[src/rtl/pipeline_ctrl.sv]
// rtl/pipeline_ctrl.sv - pipeline stall/flush controller with load-use and multi-cycle MDU interlock.
// Optional stall-cycle performance counter enabled by defining PIPELINE_CTRL_PERF_EN.
module pipeline_ctrl #(
  parameter int unsigned MDU_LAT = 32
) (
  input  logic        clk,
  input  logic        reset,
  input  logic        jmp,
  input  logic        imem_ready,
  input  logic [4:0]  id_rs,
  input  logic [4:0]  id_rt,
  input  logic        id_use_rs,
  input  logic        id_use_rt,
  input  logic        ex_mem_read,
  input  logic [4:0]  ex_rd,
  input  logic        mdu_start,
  output logic        pc_en,
  output logic        if_id_en,
  output logic        if_id_flush,
  output logic        id_ex_flush,
  output logic        mdu_busy,
  output logic [15:0] stall_cycles
);

  typedef enum logic {RUN, MDU_WAIT} state_t;

  // The start cycle is one stall cycle, and the wait ends after cnt reaches 0,
  // so loading MDU_LAT-2 gives MDU_LAT stall cycles in total.
  localparam logic [7:0] CNT_INIT = 8'(MDU_LAT - 2);

  state_t     state;
  logic [7:0] cnt;
  logic       hazard;

  assign hazard = ex_mem_read && (ex_rd != 5'd0) &&
                  ((id_use_rs && (id_rs == ex_rd)) || (id_use_rt && (id_rt == ex_rd)));

  always_ff @(posedge clk or posedge reset) begin
    if (reset) begin
      state <= RUN;
      cnt   <= 8'd0;
    end else begin
      case (state)
        RUN: begin
          if (!hazard && mdu_start) begin
            state <= MDU_WAIT;
            cnt   <= CNT_INIT;
          end
        end
        MDU_WAIT: begin
          if (cnt == 8'd0) begin
            state <= RUN;
          end else begin
            cnt <= cnt - 8'd1;
          end
        end
        default: begin
          state <= RUN;
          cnt   <= 8'd0;
        end
      endcase
    end
  end

  always_comb begin
    pc_en       = 1'b1;
    if_id_en    = 1'b1;
    if_id_flush = 1'b0;
    id_ex_flush = 1'b0;
    mdu_busy    = 1'b0;
    if (reset) begin
      pc_en       = 1'b0;
      if_id_en    = 1'b0;
      if_id_flush = 1'b1;
      id_ex_flush = 1'b1;
    end else if (state == MDU_WAIT) begin
      pc_en       = 1'b0;
      if_id_en    = 1'b0;
      id_ex_flush = 1'b1;
      mdu_busy    = 1'b1;
    end else if (hazard) begin
      pc_en       = 1'b0;
      if_id_en    = 1'b0;
      id_ex_flush = 1'b1;
    end else if (mdu_start) begin
      pc_en    = 1'b0;
      if_id_en = 1'b0;
    end else if (jmp) begin
      if_id_flush = 1'b1;
    end else if (!imem_ready) begin
      pc_en       = 1'b0;
      if_id_flush = 1'b1;
    end
  end

`ifdef PIPELINE_CTRL_PERF_EN
  logic [15:0] stall_cnt;

  always_ff @(posedge clk or posedge reset) begin
    if (reset) begin
      stall_cnt <= 16'h0000;
    end else if (!pc_en && (stall_cnt != 16'hFFFF)) begin
      stall_cnt <= stall_cnt + 16'd1;
    end
  end

  assign stall_cycles = stall_cnt;
`else
  assign stall_cycles = 16'h0000;
`endif

endmodule

[config.mk]
export PLATFORM = sky130hd
export DESIGN_NAME = pipeline_ctrl
export DESIGN_NICKNAME = d
export VERILOG_FILES = /design/src/rtl/pipeline_ctrl.sv
export SDC_FILE = /design/constraint.sdc
export NUM_CORES = 1
export LEC_CHECK = 0
export ABC_AREA = 0
export CORE_MARGIN = 4
export CORE_UTILIZATION = 30
export CTS_BUF_LIST = sky130_fd_sc_hd__clkbuf_4 sky130_fd_sc_hd__clkbuf_8 sky130_fd_sc_hd__clkbuf_16
export CTS_CLUSTER_DIAMETER = 40
export DETAILED_ROUTE_END_ITERATION = 7
export GPL_TIMING_DRIVEN = 0
export HOLD_SLACK_MARGIN = 0.05
export SLEW_MARGIN = 20
export SYNTH_ARGS = -nofsm -noshare
export SYNTH_HDL_FRONTEND = slang
export SYNTH_SLANG_ARGS = --single-unit
[constraint.sdc]
create_clock -name clk -period 3.1 [get_ports clk]
set_clock_uncertainty 0.1 [all_clocks]
set_input_delay 0.775 -clock clk [delete_from_list [all_inputs] [get_ports clk]]
set_output_delay 0.775 -clock clk [all_outputs]
set_load 0.02 [all_outputs]
# After elaboration in Yosys (flattened, before gate mapping)
# Index checks and enable logic that the tools add are counted.
[op_classes]
addsub = 1
n_mul = 0
div_mod_pow = 0
magnitude_cmp = 0
eq_ne = 4
n_shift = 0
mux = 27
n_bitwise = 1
reduce_logical = 10
[op_table]
columns = ["operator", "n"]
rows = [
  ["two-way mux 1 bit", 23],
  ["two-way mux 8 bit", 2],
  ["case mux 8 bit (2 select lines)", 1],
  ["== test 5 bit", 2],
  ["logical NOT 8 bit", 1],
  ["subtractor 8 x 1 -> 8 bit (second input constant)", 1],
  ["logical AND 1 bit", 5],
  ["nonzero test 5 bit", 1],
  ["inequality test 2 bit (second input constant)", 2],
  ["case mux 1 bit (2 select lines)", 1],
  ["AND reduction 2 bit", 1],
  ["logical NOT 1 bit", 1],
  ["logical OR 1 bit", 1],
  ["NOT 1 bit", 1],
]
[word_totals]
regBits = 9
latch_bits = 0
ramBits = 0
rom_bits = 0
in_bits = 23
out_inout_bits = 21
wordCells = 45
memories = 0

# Longest topological paths before layout
[depth]
ltp_word = 8
depth_mapped = 7
mapped_depth_nobuf = 7

# Worst setup path before layout
# No wires, ideal clock.
[synth_path]
path_kind = "in2out"
from = "input port ex_rd[1]"
to = "output port if_id_en"
arrival_ns = 2.225
required_time_ns = 2.225
setup_slack_ns = 0.000
path_stages = 4
path_buffers = 0
path_cell_list = "or4_4 -> o21ai_4 -> nor2_2 -> nor4_1"
[synth_between]
elab_chain_len = 7
word_cells_on_any_way = 11
cone_classes = "eq/ne: 2; mux: 3; reduce/logical: 6"
[synth_rtl]
columns = ["element", "line_no", "text"]
rows = [
  ["start, declared", "15", "input logic [4:0] ex_rd,"],
  ["== test 5 bit", "36", "((id_use_rs && (id_rs == ex_rd)) || (id_use_rt && (id_rt == ex_rd)));"],
  ["logical AND 1 bit", "36", ""],
  ["logical OR 1 bit", "36", ""],
  ["logical AND 1 bit *", "35", "assign hazard = ex_mem_read && (ex_rd != 5'd0) &&"],
  ["two-way mux 1 bit *", "81", "end else if (hazard) begin"],
  ["two-way mux 1 bit *", "76", "end else if (state == MDU_WAIT) begin"],
  ["two-way mux 1 bit *", "71", "if (reset) begin"],
  ["end, declared", "18", "output logic if_id_en,"],
]
# Every way passes the cells marked *; elsewhere a longest branch is shown, timed or not.

# Worst setup path in the final report
[layout_path]
from = "input port ex_rd[4]"
to = "output port if_id_en"
# The elaborated chain is that of the path after synthesis.

==> report_table.html <==
<table>
<tr><th>Metric</th><th>Value</th></tr>
<tr><th colspan="2">Clocking</th></tr>
<tr><td>Number of buffers created by CTS</td><td>3</td></tr>
<tr><td>Number of hold-repair buffers added at the cts stage</td><td>0</td></tr>
<tr><td>Clk sinks</td><td>9</td></tr>
<tr><td>Number of H-tree levels</td><td>1</td></tr>
<tr><td>Clock-pin transition on the worst setup and hold timing paths</td><td>around 0.06 ns</td></tr>
<tr><td>Maximum clock path buffer count</td><td>2</td></tr>
<tr><td>CTS tree</td><td>built</td></tr>
<tr><td>CTS root buffer</td><td>sky130_fd_sc_hd__clkbuf_4</td></tr>
<tr><td>Clk_lat worst skew</td><td>0.27 ns</td></tr>
<tr><th colspan="2">Power and ir drop</th></tr>
<tr><td>Areal power density over the cells</td><td>544.2 mW/mm2</td></tr>
<tr><td>Leakage</td><td>~0.00065 uW</td></tr>
<tr><td>Clock share of power</td><td>0.140</td></tr>
<tr><td>Sequential share of power</td><td>0.334</td></tr>
<tr><td>Switching part of the total power</td><td>0.4278</td></tr>
<tr><td>NetSw</td><td>312.0 uW</td></tr>
<tr><td>Max VDD drop</td><td>approximately 0.18 mV</td></tr>
<tr><td>Combinational Power Share</td><td>0.526</td></tr>
<tr><td>Internal power contribution</td><td>417.3 uW</td></tr>
<tr><th colspan="2">Detailed routing</th></tr>
<tr><td>Detail Route Antenna Nets</td><td>0</td></tr>
<tr><td>Number of iterations in the first detailed-routing pass</td><td>4</td></tr>
<tr><td>Per-cell via count in the routed design</td><td>4.590</td></tr>
<tr><td>Remaining routing DRC violations</td><td>0</td></tr>
<tr><td>Initial detailed-routing violation count</td><td>39</td></tr>
<tr><td>Drt total wl</td><td>around 2200 um</td></tr>
<tr><td>Total number of vias</td><td>895</td></tr>
<tr><td>Wirelength per Cell</td><td>11.18 um</td></tr>
<tr><th colspan="2">Floorplanning</th></tr>
<tr><td>Top-level I/O count</td><td>44</td></tr>
<tr><td>FP Rows</td><td>19</td></tr>
<tr><td>DIE WIDTH</td><td>63.22 um</td></tr>
<tr><td>Full die area</td><td>0.003996 mm2</td></tr>
<tr><td>Core Area</td><td>0.002829 mm2</td></tr>
<tr><td>Vert. Die Dim</td><td>63.22 um</td></tr>
<tr><td>Initial cell density of the core</td><td>0.3233</td></tr>
<tr><th colspan="2">Critical path</th></tr>
<tr><td>Slowest cell on the critical path</td><td>sky130_fd_sc_hd__or4_4</td></tr>
<tr><td>Longest individual stage delay on the worst path</td><td>between 0.5 and 0.6 ns</td></tr>
<tr><td>Type of the setup path with the least slack</td><td>input port to output pin</td></tr>
<tr><td>Startpoint class of the critical path</td><td>input port</td></tr>
<tr><td>Sort of element at the end of the critical path</td><td>output pin</td></tr>
<tr><td>Critical path fanouts, max</td><td>4</td></tr>
<tr><td>Data required time at the worst endpoint</td><td>approximately 2.2 ns</td></tr>
<tr><td>Crit path cell chain</td><td>buf_2 &gt; or4_4 &gt; o21ai_4 &gt; nor2_4 &gt; buf_4 &gt; nor4_2 &gt; buf_2</td></tr>
<tr><td>Critical Path AT</td><td>2.15 ns</td></tr>
<tr><td>R2R setup slack</td><td>1.12 ns</td></tr>
<tr><td>Library cell appearing most often on the critical path</td><td>sky130_fd_sc_hd__buf_2</td></tr>
<tr><th colspan="2">Synth</th></tr>
<tr><td>Synthesized area</td><td>914.6 um2</td></tr>
<tr><td>Proportion of synthesized chip area in sequential cells</td><td>0.2462</td></tr>
<tr><td>Synthesized instance count</td><td>111</td></tr>
<tr><td>Syn. warnings</td><td>0</td></tr>
<tr><td>Number of distinct library cells after synthesis</td><td>35</td></tr>
<tr><td>FF+latch count, synth</td><td>9</td></tr>
<tr><td>Avg Inst Size Synth</td><td>8.240 um2</td></tr>
<tr><th colspan="2">Placed design</th></tr>
<tr><td>Count of input and output buffers</td><td>27</td></tr>
<tr><td>Placement Setup Slack</td><td>-0.7895 ns</td></tr>
<tr><td>Dpl cells</td><td>184</td></tr>
<tr><td>Global placement routability congestion</td><td>0.7956</td></tr>
<tr><td>Detailed Place HPWL</td><td>1805 um</td></tr>
<tr><th colspan="2">Timing</th></tr>
<tr><td>Final-report hold violation count</td><td>0</td></tr>
<tr><td>Aggregate negative setup slack</td><td>0 ns</td></tr>
<tr><td>Fmax</td><td>331.0 MHz</td></tr>
<tr><td>Endpoints failing setup</td><td>0</td></tr>
<tr><td>Post-layout min period</td><td>3.021 ns</td></tr>
<tr><td>Max-slew violations</td><td>0</td></tr>
<tr><td>Fraction of the cycle the final worst path needs</td><td>0.9746</td></tr>
<tr><td>PnR worst setup slack</td><td>0.07882 ns</td></tr>
<tr><td>Final-layout worst hold slack</td><td>0.5003 ns</td></tr>
<tr><th colspan="2">Final layout</th></tr>
<tr><td>Share of post-route cells with drive strength above 1</td><td>0.2805</td></tr>
<tr><td>Layout overhead on the synthesized area</td><td>46.51%</td></tr>
<tr><td>NumNets Final</td><td>190</td></tr>
<tr><td>N_diodes</td><td>0</td></tr>
<tr><td>Utilization of the core after routing</td><td>0.4737</td></tr>
<tr><td>Number of non-filler instances in the completed layout</td><td>195</td></tr>
<tr><th colspan="2">Hold path</th></tr>
<tr><td>Worst hold path class</td><td>flip-flop to flip-flop</td></tr>
<tr><th colspan="2">Global route</th></tr>
<tr><td>Global-route wire length before repair</td><td>3781 um</td></tr>
<tr><td>Antenna violations before repair</td><td>0</td></tr>
<tr><td>Maximum number of pins on one net before global-route repair</td><td>11</td></tr>
<tr><td>GRT Total Usage</td><td>0.1152</td></tr>
<tr><td>Leftover overflow at the end of global routing</td><td>0</td></tr>
<tr><td>Number of global-route vias before repair</td><td>roughly 900</td></tr>
<tr><th colspan="2">Job</th></tr>
<tr><td># Max-Cap Violations</td><td>0</td></tr>
<tr><th colspan="2">Outcome</th></tr>
<tr><td>Run status</td><td>finished, final reports clean</td></tr>
</table>
critical path: cells and delay by family:
family          cells  cell delay, ns
simple gates        3            0.73
buf+inv             3            0.46
compound gates      1            0.17
layer usage:
metal | GRT usage | part of all wire
met5 | 0 | 0
met4 | 0.02426 | 0.0083
met3 | 0.04263 | 0.085
met2 | 0.1950 | 0.46
met1 | 0.1392 | 0.45
stage by stage:
stage | cell area, um2 | total power (uW)
2_1_floorplan | 977.2 | 521.2
3_3_place_gp | 1286 | 616.7
4_1_cts | 1333 | 734.4
3_5_place_dp | 1286 | 629.4
5_1_grt | 1340 | 808.5
6_report | 1340 | 729.3
kinds of logic (layout without fill, tap and decap cells):
group	count (synthesis)	count (layout)	synth area share
buffers and inverters	26	64	0.1724
AOI/OAI and AO/OA	22	22	0.1902
adders and majority gates	2	2	0.02736
other	1	16	0.004100
muxes	2	2	0.02189
DFF	9	9	0.2462
and+or+nand+nor	39	39	0.2421
xor gates and xnor gates	10	10	0.09577
final timing paths:
kind	start	end	depth (start not counted)
max	ex_rd[4]	if_id_en	7
min	cnt[0]$_DFFE_PP0P_	cnt[0]$_DFFE_PP0P_	1
max reg2reg	cnt[0]$_DFFE_PP0P_	cnt[4]$_DFFE_PP0P_	7
min in group asynchronous	reset	cnt[4]$_DFFE_PP0P_	2
max in group asynchronous	reset	cnt[0]$_DFFE_PP0P_	2
min reg2reg	cnt[0]$_DFFE_PP0P_	cnt[0]$_DFFE_PP0P_	1
placed cells by master, fill, tap and decap left out, drive strengths merged, types with 3 or more instances in the layout:
cell type and count:
a21oi 4, dfrtp 9, o21ai 4, buf 30
inv 8, xor2 8, clkdlybuf4s50 8, nand2 9
nor2b 3, nor3 5, o31ai 4, nor4 7
clkbuf 6, dlygate4sd2 10, nor2 8, conb 16
power groups by stage:
| stage | combinational (uW) | clock (uW) | sequential, uW |
|---|---|---|---|
| after floorplan | 296 | 0 | 226 |
| after global placement | 377 | 0 | 240 |
| after detailed placement | 388 | 0 | 241 |
| after CTS | 384 | 108 | 241 |
| after global routing | 445 | 112 | 251 |
| final | 384 | 102 | 243 |
cell type report:
type	instances	area (um2)
plain buffers	18	127.6
clock buffers	4	30.03
fillers	291	1489
inverters	8	30.03
multi-input cells	91	605.6
flip-flops and latches	9	225.2
well taps	31	38.79
repair buffers	34	282.8
registers in the layout, indices dropped and copies added (netlist names):
register / count
cnt: 8
state: 1
repair_timing:
action / 4_1_cts / 5_1_grt
setup endpoints to repair: 4 / 2
resized for setup: 51 / 0
pin swaps: 10 / 6
setup buffers: 6 / 1
Yosys cell counts (all sizes together):
cell type	number	area (um2)
o211ai	2	15.01
nor2	8	32.54
o21ai	4	31.28
a21o	1	7.510
or4b	1	13.76
a31o	1	8.760
buf	16	120.1
clkbuf	2	7.510
xnor2	2	17.52
o31ai	4	35.03
ha	2	25.02
o21a	1	7.510
dfrtp	9	225.2
or3	1	6.260
inv	8	30.03
and2	2	12.51
xor2	8	70.07
nor2b	3	18.77
a21oi	4	20.02
a32oi	2	25.03
nor4	7	50.05
or4	1	11.26
conb	1	3.750
nand2	9	33.78
mux2i	2	20.02
nor3	5	25.02
a22o	1	8.760
or3b	1	8.760
a211oi	2	15.01
nor4b	1	8.760
Power figures use the tool's default switching activity.
